`src/rtl/fp_addsub_pipe.sv`:
```
// fp_addsub_pipe: three-stage pipelined floating-point adder/subtractor.
// Subnormal inputs and results flush to zero. Rounding is round-to-nearest-even.
// Every NaN result is the canonical quiet NaN.
// Ports:
//   clock, nreset                      clock and asynchronous active-low reset
//   in_valid, in_ready                 operand handshake
//   a, b, op_sub                       operands; op_sub=1 computes a-b
//   out_valid, out_ready               result handshake
//   result                             rounded result
//   flags                              {invalid, overflow, underflow, inexact}
module fp_addsub_pipe #(
    parameter int unsigned EXP_W = 8,
    parameter int unsigned MAN_W = 7
) (
    input  logic                 clock,
    input  logic                 nreset,
    input  logic                 in_valid,
    output logic                 in_ready,
    input  logic [EXP_W+MAN_W:0] a,
    input  logic [EXP_W+MAN_W:0] b,
    input  logic                 op_sub,
    output logic                 out_valid,
    input  logic                 out_ready,
    output logic [EXP_W+MAN_W:0] result,
    output logic [3:0]           flags
);
    localparam int unsigned W   = 1 + EXP_W + MAN_W;
    localparam int unsigned FW  = MAN_W + 4;             // hidden, mantissa, G, R, S
    localparam int unsigned MW1 = MAN_W + 1;
    localparam int unsigned LZW = $clog2(FW + 1);
    localparam int unsigned XW  = ((EXP_W > LZW) ? EXP_W : LZW) + 2;

    localparam logic [EXP_W-1:0] EXP_ONES = '1;
    localparam logic [W-1:0]     QNAN     = {1'b0, EXP_ONES, 1'b1, {(MAN_W-1){1'b0}}};

    // ---------------------------------------------------------------- handshake
    logic s1_valid, s2_valid;
    logic s1_free, s2_free, s3_free;

    // A stage may load when it is empty or its content moves on this edge
    assign s3_free  = !out_valid || out_ready;
    assign s2_free  = !s2_valid || s3_free;
    assign s1_free  = !s1_valid || s2_free;
    assign in_ready = s1_free;

    // ---------------------------------------------------------------- stage 1: unpack, classify, align
    logic                 sa, sb;
    logic [EXP_W-1:0]     ea, eb;
    logic [MAN_W-1:0]     ma, mb;
    logic                 a_zero, b_zero, a_inf, b_inf, a_nan, b_nan;

    assign sa = a[W-1];
    assign sb = b[W-1] ^ op_sub;
    assign ea = a[W-2:MAN_W];
    assign eb = b[W-2:MAN_W];
    assign ma = a[MAN_W-1:0];
    assign mb = b[MAN_W-1:0];

    assign a_zero = (ea == '0);
    assign b_zero = (eb == '0);
    assign a_inf  = (ea == EXP_ONES) && (ma == '0);
    assign b_inf  = (eb == EXP_ONES) && (mb == '0);
    assign a_nan  = (ea == EXP_ONES) && (ma != '0);
    assign b_nan  = (eb == EXP_ONES) && (mb != '0);

    logic             c1_special;
    logic [W-1:0]     c1_spec_res;
    logic [3:0]       c1_spec_flags;

    // Operand combinations whose result is known without arithmetic
    always_comb begin : special_p
        c1_special    = 1'b1;
        c1_spec_res   = '0;
        c1_spec_flags = '0;
        if (a_nan || b_nan) begin
            c1_spec_res = QNAN;
        end else if (a_inf && b_inf && (sa != sb)) begin
            c1_spec_res   = QNAN;
            c1_spec_flags = 4'b1000;
        end else if (a_inf) begin
            c1_spec_res = {sa, EXP_ONES, {MAN_W{1'b0}}};
        end else if (b_inf) begin
            c1_spec_res = {sb, EXP_ONES, {MAN_W{1'b0}}};
        end else if (a_zero && b_zero) begin
            c1_spec_res = {sa & sb, {(W-1){1'b0}}};
        end else if (a_zero) begin
            c1_spec_res = {sb, eb, mb};
        end else if (b_zero) begin
            c1_spec_res = {sa, ea, ma};
        end else begin
            c1_special = 1'b0;
        end
    end

    logic                 a_ge, x_sign;
    logic [EXP_W-1:0]     x_exp, y_exp, e_diff;
    logic [MAN_W-1:0]     x_man, y_man;
    logic [XW-1:0]        shamt;
    logic [FW-1:0]        y_full, c1_xm, c1_ym;
    logic [2*FW-1:0]      y_wide;

    // X is the larger magnitude so the later subtraction never goes negative
    assign a_ge   = {ea, ma} >= {eb, mb};
    assign x_sign = a_ge ? sa : sb;
    assign x_exp  = a_ge ? ea : eb;
    assign x_man  = a_ge ? ma : mb;
    assign y_exp  = a_ge ? eb : ea;
    assign y_man  = a_ge ? mb : ma;
    assign e_diff = x_exp - y_exp;

    // Saturating the shift at FW leaves only the sticky bit
    assign shamt  = (XW'(e_diff) >= XW'(FW)) ? XW'(FW) : XW'(e_diff);
    assign y_full = {1'b1, y_man, 3'b000};
    assign y_wide = {y_full, {FW{1'b0}}} >> shamt;
    assign c1_ym  = y_wide[2*FW-1:FW] | {{(FW-1){1'b0}}, |y_wide[FW-1:0]};
    assign c1_xm  = {1'b1, x_man, 3'b000};

    logic             s1_special, s1_sign, s1_sub;
    logic [W-1:0]     s1_spec_res;
    logic [3:0]       s1_spec_flags;
    logic [EXP_W-1:0] s1_exp;
    logic [FW-1:0]    s1_xm, s1_ym;

    always_ff @(posedge clock or negedge nreset) begin : s1_reg
        if (!nreset) begin
            s1_valid      <= 1'b0;
            s1_special    <= 1'b0;
            s1_spec_res   <= '0;
            s1_spec_flags <= '0;
            s1_sign       <= 1'b0;
            s1_sub        <= 1'b0;
            s1_exp        <= '0;
            s1_xm         <= '0;
            s1_ym         <= '0;
        end else if (s1_free) begin
            s1_valid <= in_valid;
            if (in_valid) begin
                s1_special    <= c1_special;
                s1_spec_res   <= c1_spec_res;
                s1_spec_flags <= c1_spec_flags;
                s1_sign       <= x_sign;
                s1_sub        <= (sa != sb);
                s1_exp        <= x_exp;
                s1_xm         <= c1_xm;
                s1_ym         <= c1_ym;
            end
        end
    end

    // ---------------------------------------------------------------- stage 2: add, normalise
    logic [FW:0]     sum;
    logic [FW-1:0]   sum_lo;
    logic [LZW-1:0]  lzc;
    logic            lz_found;
    logic [XW-1:0]   e_ext, e_dn;

    assign sum    = s1_sub ? ({1'b0, s1_xm} - {1'b0, s1_ym})
                           : ({1'b0, s1_xm} + {1'b0, s1_ym});
    assign sum_lo = sum[FW-1:0];
    assign e_ext  = XW'(s1_exp);
    assign e_dn   = e_ext - XW'(lzc);

    // Leading-zero count of the carry-free sum
    always_comb begin : lzc_p
        lzc      = '0;
        lz_found = 1'b0;
        for (int i = int'(FW) - 1; i >= 0; i--) begin
            if (!lz_found && sum_lo[i]) begin
                lz_found = 1'b1;
                lzc      = LZW'(int'(FW) - 1 - i);
            end
        end
    end

    logic            c2_sign, c2_zero, c2_uf;
    logic [XW-1:0]   c2_exp;
    logic [FW-1:0]   c2_m;

    always_comb begin : norm_p
        c2_m    = '0;
        c2_exp  = '0;
        c2_zero = 1'b0;
        c2_uf   = 1'b0;
        c2_sign = s1_sign;
        if (sum[FW]) begin
            c2_m   = {sum[FW:2], sum[1] | sum[0]};
            c2_exp = e_ext + XW'(1);
        end else if (sum_lo == '0) begin
            // exact cancellation is always +0
            c2_zero = 1'b1;
            c2_sign = 1'b0;
        end else if (e_dn[XW-1] || (e_dn == '0)) begin
            c2_zero = 1'b1;
            c2_uf   = 1'b1;
        end else begin
            c2_m   = sum_lo << lzc;
            c2_exp = e_dn;
        end
    end

    logic             s2_special, s2_sign, s2_zero, s2_uf;
    logic [W-1:0]     s2_spec_res;
    logic [3:0]       s2_spec_flags;
    logic [XW-1:0]    s2_exp;
    logic [FW-1:0]    s2_m;

    always_ff @(posedge clock or negedge nreset) begin : s2_reg
        if (!nreset) begin
            s2_valid      <= 1'b0;
            s2_special    <= 1'b0;
            s2_spec_res   <= '0;
            s2_spec_flags <= '0;
            s2_sign       <= 1'b0;
            s2_zero       <= 1'b0;
            s2_uf         <= 1'b0;
            s2_exp        <= '0;
            s2_m          <= '0;
        end else if (s2_free) begin
            s2_valid <= s1_valid;
            if (s1_valid) begin
                s2_special    <= s1_special;
                s2_spec_res   <= s1_spec_res;
                s2_spec_flags <= s1_spec_flags;
                s2_sign       <= c2_sign;
                s2_zero       <= c2_zero;
                s2_uf         <= c2_uf;
                s2_exp        <= c2_exp;
                s2_m          <= c2_m;
            end
        end
    end

    // ---------------------------------------------------------------- stage 3: round, pack
    logic             g_bit, r_bit, s_bit, round_up;
    logic [MAN_W:0]   man_rnd;
    logic [XW-1:0]    e_rnd;
    logic [W-1:0]     c3_res;
    logic [3:0]       c3_flags;

    assign g_bit    = s2_m[2];
    assign r_bit    = s2_m[1];
    assign s_bit    = s2_m[0];
    assign round_up = g_bit && (r_bit || s_bit || s2_m[3]);
    // A carry out of the stored mantissa leaves it all-zero and bumps the exponent
    assign man_rnd  = {1'b0, s2_m[FW-2:3]} + MW1'(round_up);
    assign e_rnd    = s2_exp + XW'(man_rnd[MAN_W]);

    always_comb begin : round_p
        c3_res   = '0;
        c3_flags = '0;
        if (s2_special) begin
            c3_res   = s2_spec_res;
            c3_flags = s2_spec_flags;
        end else if (s2_zero || !s2_m[FW-1]) begin
            c3_res   = {s2_sign, {(W-1){1'b0}}};
            c3_flags = {2'b00, s2_uf, 1'b0};
        end else if (e_rnd >= XW'(EXP_ONES)) begin
            c3_res   = {s2_sign, EXP_ONES, {MAN_W{1'b0}}};
            c3_flags = 4'b0101;
        end else begin
            c3_res   = {s2_sign, e_rnd[EXP_W-1:0], man_rnd[MAN_W-1:0]};
            c3_flags = {3'b000, g_bit | r_bit | s_bit};
        end
    end

    always_ff @(posedge clock or negedge nreset) begin : out_reg
        if (!nreset) begin
            out_valid <= 1'b0;
            result    <= '0;
            flags     <= '0;
        end else if (s3_free) begin
            out_valid <= s2_valid;
            if (s2_valid) begin
                result <= c3_res;
                flags  <= c3_flags;
            end
        end
    end

endmodule

```
`config.mk`:
```
export PLATFORM = sky130hd
export DESIGN_NAME = fp_addsub_pipe
export DESIGN_NICKNAME = d
export VERILOG_FILES = /design/src/rtl/fp_addsub_pipe.sv
export SDC_FILE = /design/constraint.sdc
export NUM_CORES = 1
export LEC_CHECK = 0
export CAP_MARGIN = 20
export CORE_UTILIZATION = 60
export DETAILED_ROUTE_END_ITERATION = 10
export GPL_TIMING_DRIVEN = 0
export PLACE_DENSITY = 0.79
export SYNTH_ARGS = -nofsm -noshare
export SYNTH_HDL_FRONTEND = slang
export SYNTH_SLANG_ARGS = --single-unit
```
`constraint.sdc`:
```
create_clock -name clock -period 7.62 [get_ports clock]
set_input_delay 1.143 -clock clock [delete_from_list [all_inputs] [get_ports clock]]
set_output_delay 1.143 -clock clock [all_outputs]
set_load 0.005 [all_outputs]
```
==> flow_metrics.env <==
export IMPL_min_period_over_period_pct=92.5
export IMPL_gp_congestion=0.964
export IMPL_finalHoldViolations=0
export IMPL_r2r_start="s1_ym[0]"
export IMPL_finalWirelength_um=22100
export IMPL_drt_iter0_drc=708
export IMPL_vias=7897
export IMPL_rrSetupSlack_ns=0.97
export IMPL_crit_path_end_kind="register"
export IMPL_numCtsBuffers=9
export IMPL_finalSetupViolations=0
export IMPL_cts_setup_buffers=0
export IMPL_die_area_um2=14300
export IMPL_r2r_cells=23
export IMPL_grt_overflow_total=0
export IMPL_die_y_um=120
export IMPL_arrival_ns=7.25
export IMPL_grt_max_degree=59
export IMPL_fin_setup_tns_ns=0
export IMPL_ant_nets=0
export IMPL_syn_nets=1119
export IMPL_drive_above_1_share_pct=5.66
export IMPL_initial_core_util_pct=62.1
export IMPL_clk_insertion_delay_late_ns=0.35
export IMPL_vdd_drop_max_uv=122
export IMPL_post_drt_wl_per_cell_um=17.1
export IMPL_worstMarginPinSlew_ns=1.10
export IMPL_maxSlewViolCount=0
export IMPL_ctsLongestPathBuffers=2
export IMPL_antenna_found_initial=0
export IMPL_cts_tree="done"
export IMPL_grt_pass1_vias=7457
export IMPL_hold_path_depth=2
export IMPL_power_density_nw_per_um2=247
export IMPL_core_um2=13400
export IMPL_ys_async_sr_fraction_pct=100
export IMPL_io_pins=59
export IMPL_root_buffer="clkbuf_16"
export IMPL_synth_top_area_share_pct=33.7
export IMPL_fmax_ghz=0.142
export IMPL_rsz0062_at_grt="false"
export IMPL_dp_cells=1273
export IMPL_synth_warnings=0
export IMPL_required_ns=7.82
export IMPL_min_from="flags[0]"
export IMPL_clock_skew_ns=0.0132
export IMPL_multi_input_area_um2=5130
export IMPL_final_cell_count_no_fill=1289
export IMPL_synth_seq_cells=112
export IMPL_r2r_end="s2_exp[6]"
export IMPL_grt_pass1_wl_um=37100
export IMPL_area_growth_pct=13.8
export IMPL_viasPerCell=6.13
export IMPL_hold_end="flags[0]"
export IMPL_path_max_fanout=10
export IMPL_yosysTopAreaCell="dfrtp_1"
export IMPL_die_width_um=120
export IMPL_status="finished, final reports clean"
export IMPL_synthFlopType="dfrtp_1"
export IMPL_holdBufCountCts=0
export IMPL_syn_inst=1038
export IMPL_fin_nets=1189
export IMPL_avgSynthCellArea_um2=8.01
export IMPL_dp_hpwl_um=17200
export IMPL_port_buffers=58
export IMPL_htreeDepth=3
export IMPL_worstSetupStartpointType="input port"
export IMPL_route_detailed_drc=0
export IMPL_antennaDiodeCount=0
export IMPL_seq_area_frac_synth_pct=33.7
export IMPL_regArea_um2=2800
export IMPL_rows=42
export IMPL_netlist_area_um2=8320
export IMPL_synth_edf_count=0
export IMPL_yosysUniqueCellTypes=79
export IMPL_synth_area_leaders="dfrtp_1 (34%), nand2_1 (7.6%), ha_1 (6.3%), o21ai_0 (5.5%), nor2_1 (4.6%)"
export IMPL_min_period_ns=7.05
export IMPL_maxCapViolCount=0
export IMPL_hold_path_class="register to register"
export IMPL_dpl_worst_slack_ns=0.147
export IMPL_fillers=1127
export IMPL_slew_limit_headroom_pct=25.5
export IMPL_total_leakage_power_nw=4.11
export IMPL_cts_num_sinks=112
export IMPL_setup_slack_ns=0.573
export IMPL_path_clk_slew_ns=0.07
export IMPL_worstSetupPathType="input port to register"
export IMPL_firstDrtPassIters=7
export IMPL_track_usage_pct=32.4
[registers in the layout, summed over array words and instances (netlist names), 8 cells and up]
name,cells
result,16
s1_spec_res,16
s2_spec_res,16
s1_ym,11
s2_m,11
s2_exp,10
s1_exp,8
s1_xm,8
[worst max path at each step]
stage,start,endpoint,cells after the start
floorplan,b[12],s1_ym[0],21
detailed placement,b[12],s1_ym[0],22
finish,b[12],s1_ym[0],22
CTS,b[12],s1_ym[0],22
global route,b[12],s1_ym[0],22
global placement,b[12],s1_ym[0],22
[metal layers]
| layer | wire [um] | GRT usage (%) | vias up |
|---|---|---|---|
| met2 | 10700 | 54.7 | 288 |
| met4 | 600 | 11.6 | 0 |
| met5 | 0 | 0 | - |
| met3 | 1050 | 3.71 | 48 |
| li1 | - | - | 3836 |
| met1 | 9700 | 43.0 | 3725 |
[cell type report]
class	instances	area share [%]
Sequential cell	112	29.6
Clock inverter	7	0.951
Buffer	52	2.29
Timing Repair Buffer	59	6.40
Inverter	47	1.86
Tap cell	176	2.33
Multi-Input combinational cell	827	54.2
Clock buffer	9	2.38
[power breakdown]
group          switching, W  internal [W]  total [W]
registers          0.000114      0.000715   0.000828
clock network      0.000231      0.000263   0.000493
logic              0.000584      0.000428    0.00101
[synthesized netlist by cell type (11+ instances only)]
cell,count
mux2i_1,24
xnor2_1,19
ha_1,42
a31oi_1,11
nor3_1,13
o22ai_1,12
inv_1,46
a21oi_1,71
a22oi_1,16
dfrtp_1,112
o21ai_0,91
nand2_1,168
clkbuf_1,40
nand3_1,34
xor2_1,17
nor2_1,101
nand4_1,15
nand2b_1,17
nor2b_1,14
[timing repair]
| action | 4_1_cts | 5_1_grt |
|---|---|---|
| setup endpoints to repair | 0 | 1 |
| endpoints found under the hold margin | 0 | 0 |
| resized for setup | 0 | 1 |
[critical path: stages]
cell	delay, ns
clkdlybuf4s50_1	0.54
inv_1	0.15
ha_1	0.30
buf_2	0.19
nand4_1	0.14
nor2_1	0.19
a221oi_2	0.10
o211ai_4	0.36
buf_4	0.29
buf_1	0.44
mux2_2	0.40
ha_1	0.21
nor2_1	0.12
mux2_2	0.21
xor2_2	0.36
a21oi_1	0.24
a311oi_4	0.53
nand2_1	0.27
a211oi_1	0.51
o2111ai_1	0.20
o31ai_1	0.23
a31oi_1	0.11
[cells in the final DEF (no fill, tap or decap), types with 9 or more instances in the layout]
cell type        Yosys  layout
nand2_1            168     168
dfrtp_1            112     112
nor2_1             101     101
o21ai_0             91      91
a21oi_1             71      71
clkdlybuf4s50_1      0      57
inv_1               46      46
ha_1                42      42
clkbuf_1            40      40
nand3_1             34      34
mux2i_1             24      24
xnor2_1             19      19
nand2b_1            17      17
xor2_1              17      16
a22oi_1             16      16
nand4_1             15      15
nor2b_1             14      14
nor3_1              13      13
o22ai_1             12      12
a31oi_1             11      11
and2_1              10      10
mux2_2              10      10
and3_1              10      10
o21a_1               9       9
o31ai_1              9       9
clkbuf_16            0       9
[stage by stage]
stage / hold slack, ns / cell area [um^2] / utilization (%) / power, W
finish: 0.475 / 9470 / 70.7 / 0.00233
global route: 0.497 / 9470 / 70.7 / 0.00248
CTS: 0.483 / 9460 / 70.6 / 0.00232
detailed placement: 0.458 / 9150 / 68.2 / 0.00183
global placement: 0.451 / 9120 / 68.1 / 0.00181
floorplan: 0.439 / 8320 / - / 0.00150
[kinds of logic (layout without fill, tap and decap cells)]
group / after synthesis / in the layout / share of synthesized area, %
simple gates: 413 / 413 / 22.7
compound gates: 299 / 299 / 23.9
flops: 112 / 112 / 33.7
buf+inv: 99 / 174 / 4.72
fa+ha+maj: 44 / 44 / 6.80
xor+xnor: 36 / 36 / 3.79
mux: 35 / 35 / 4.42
Note: power is estimated with default switching activity, not from simulation.
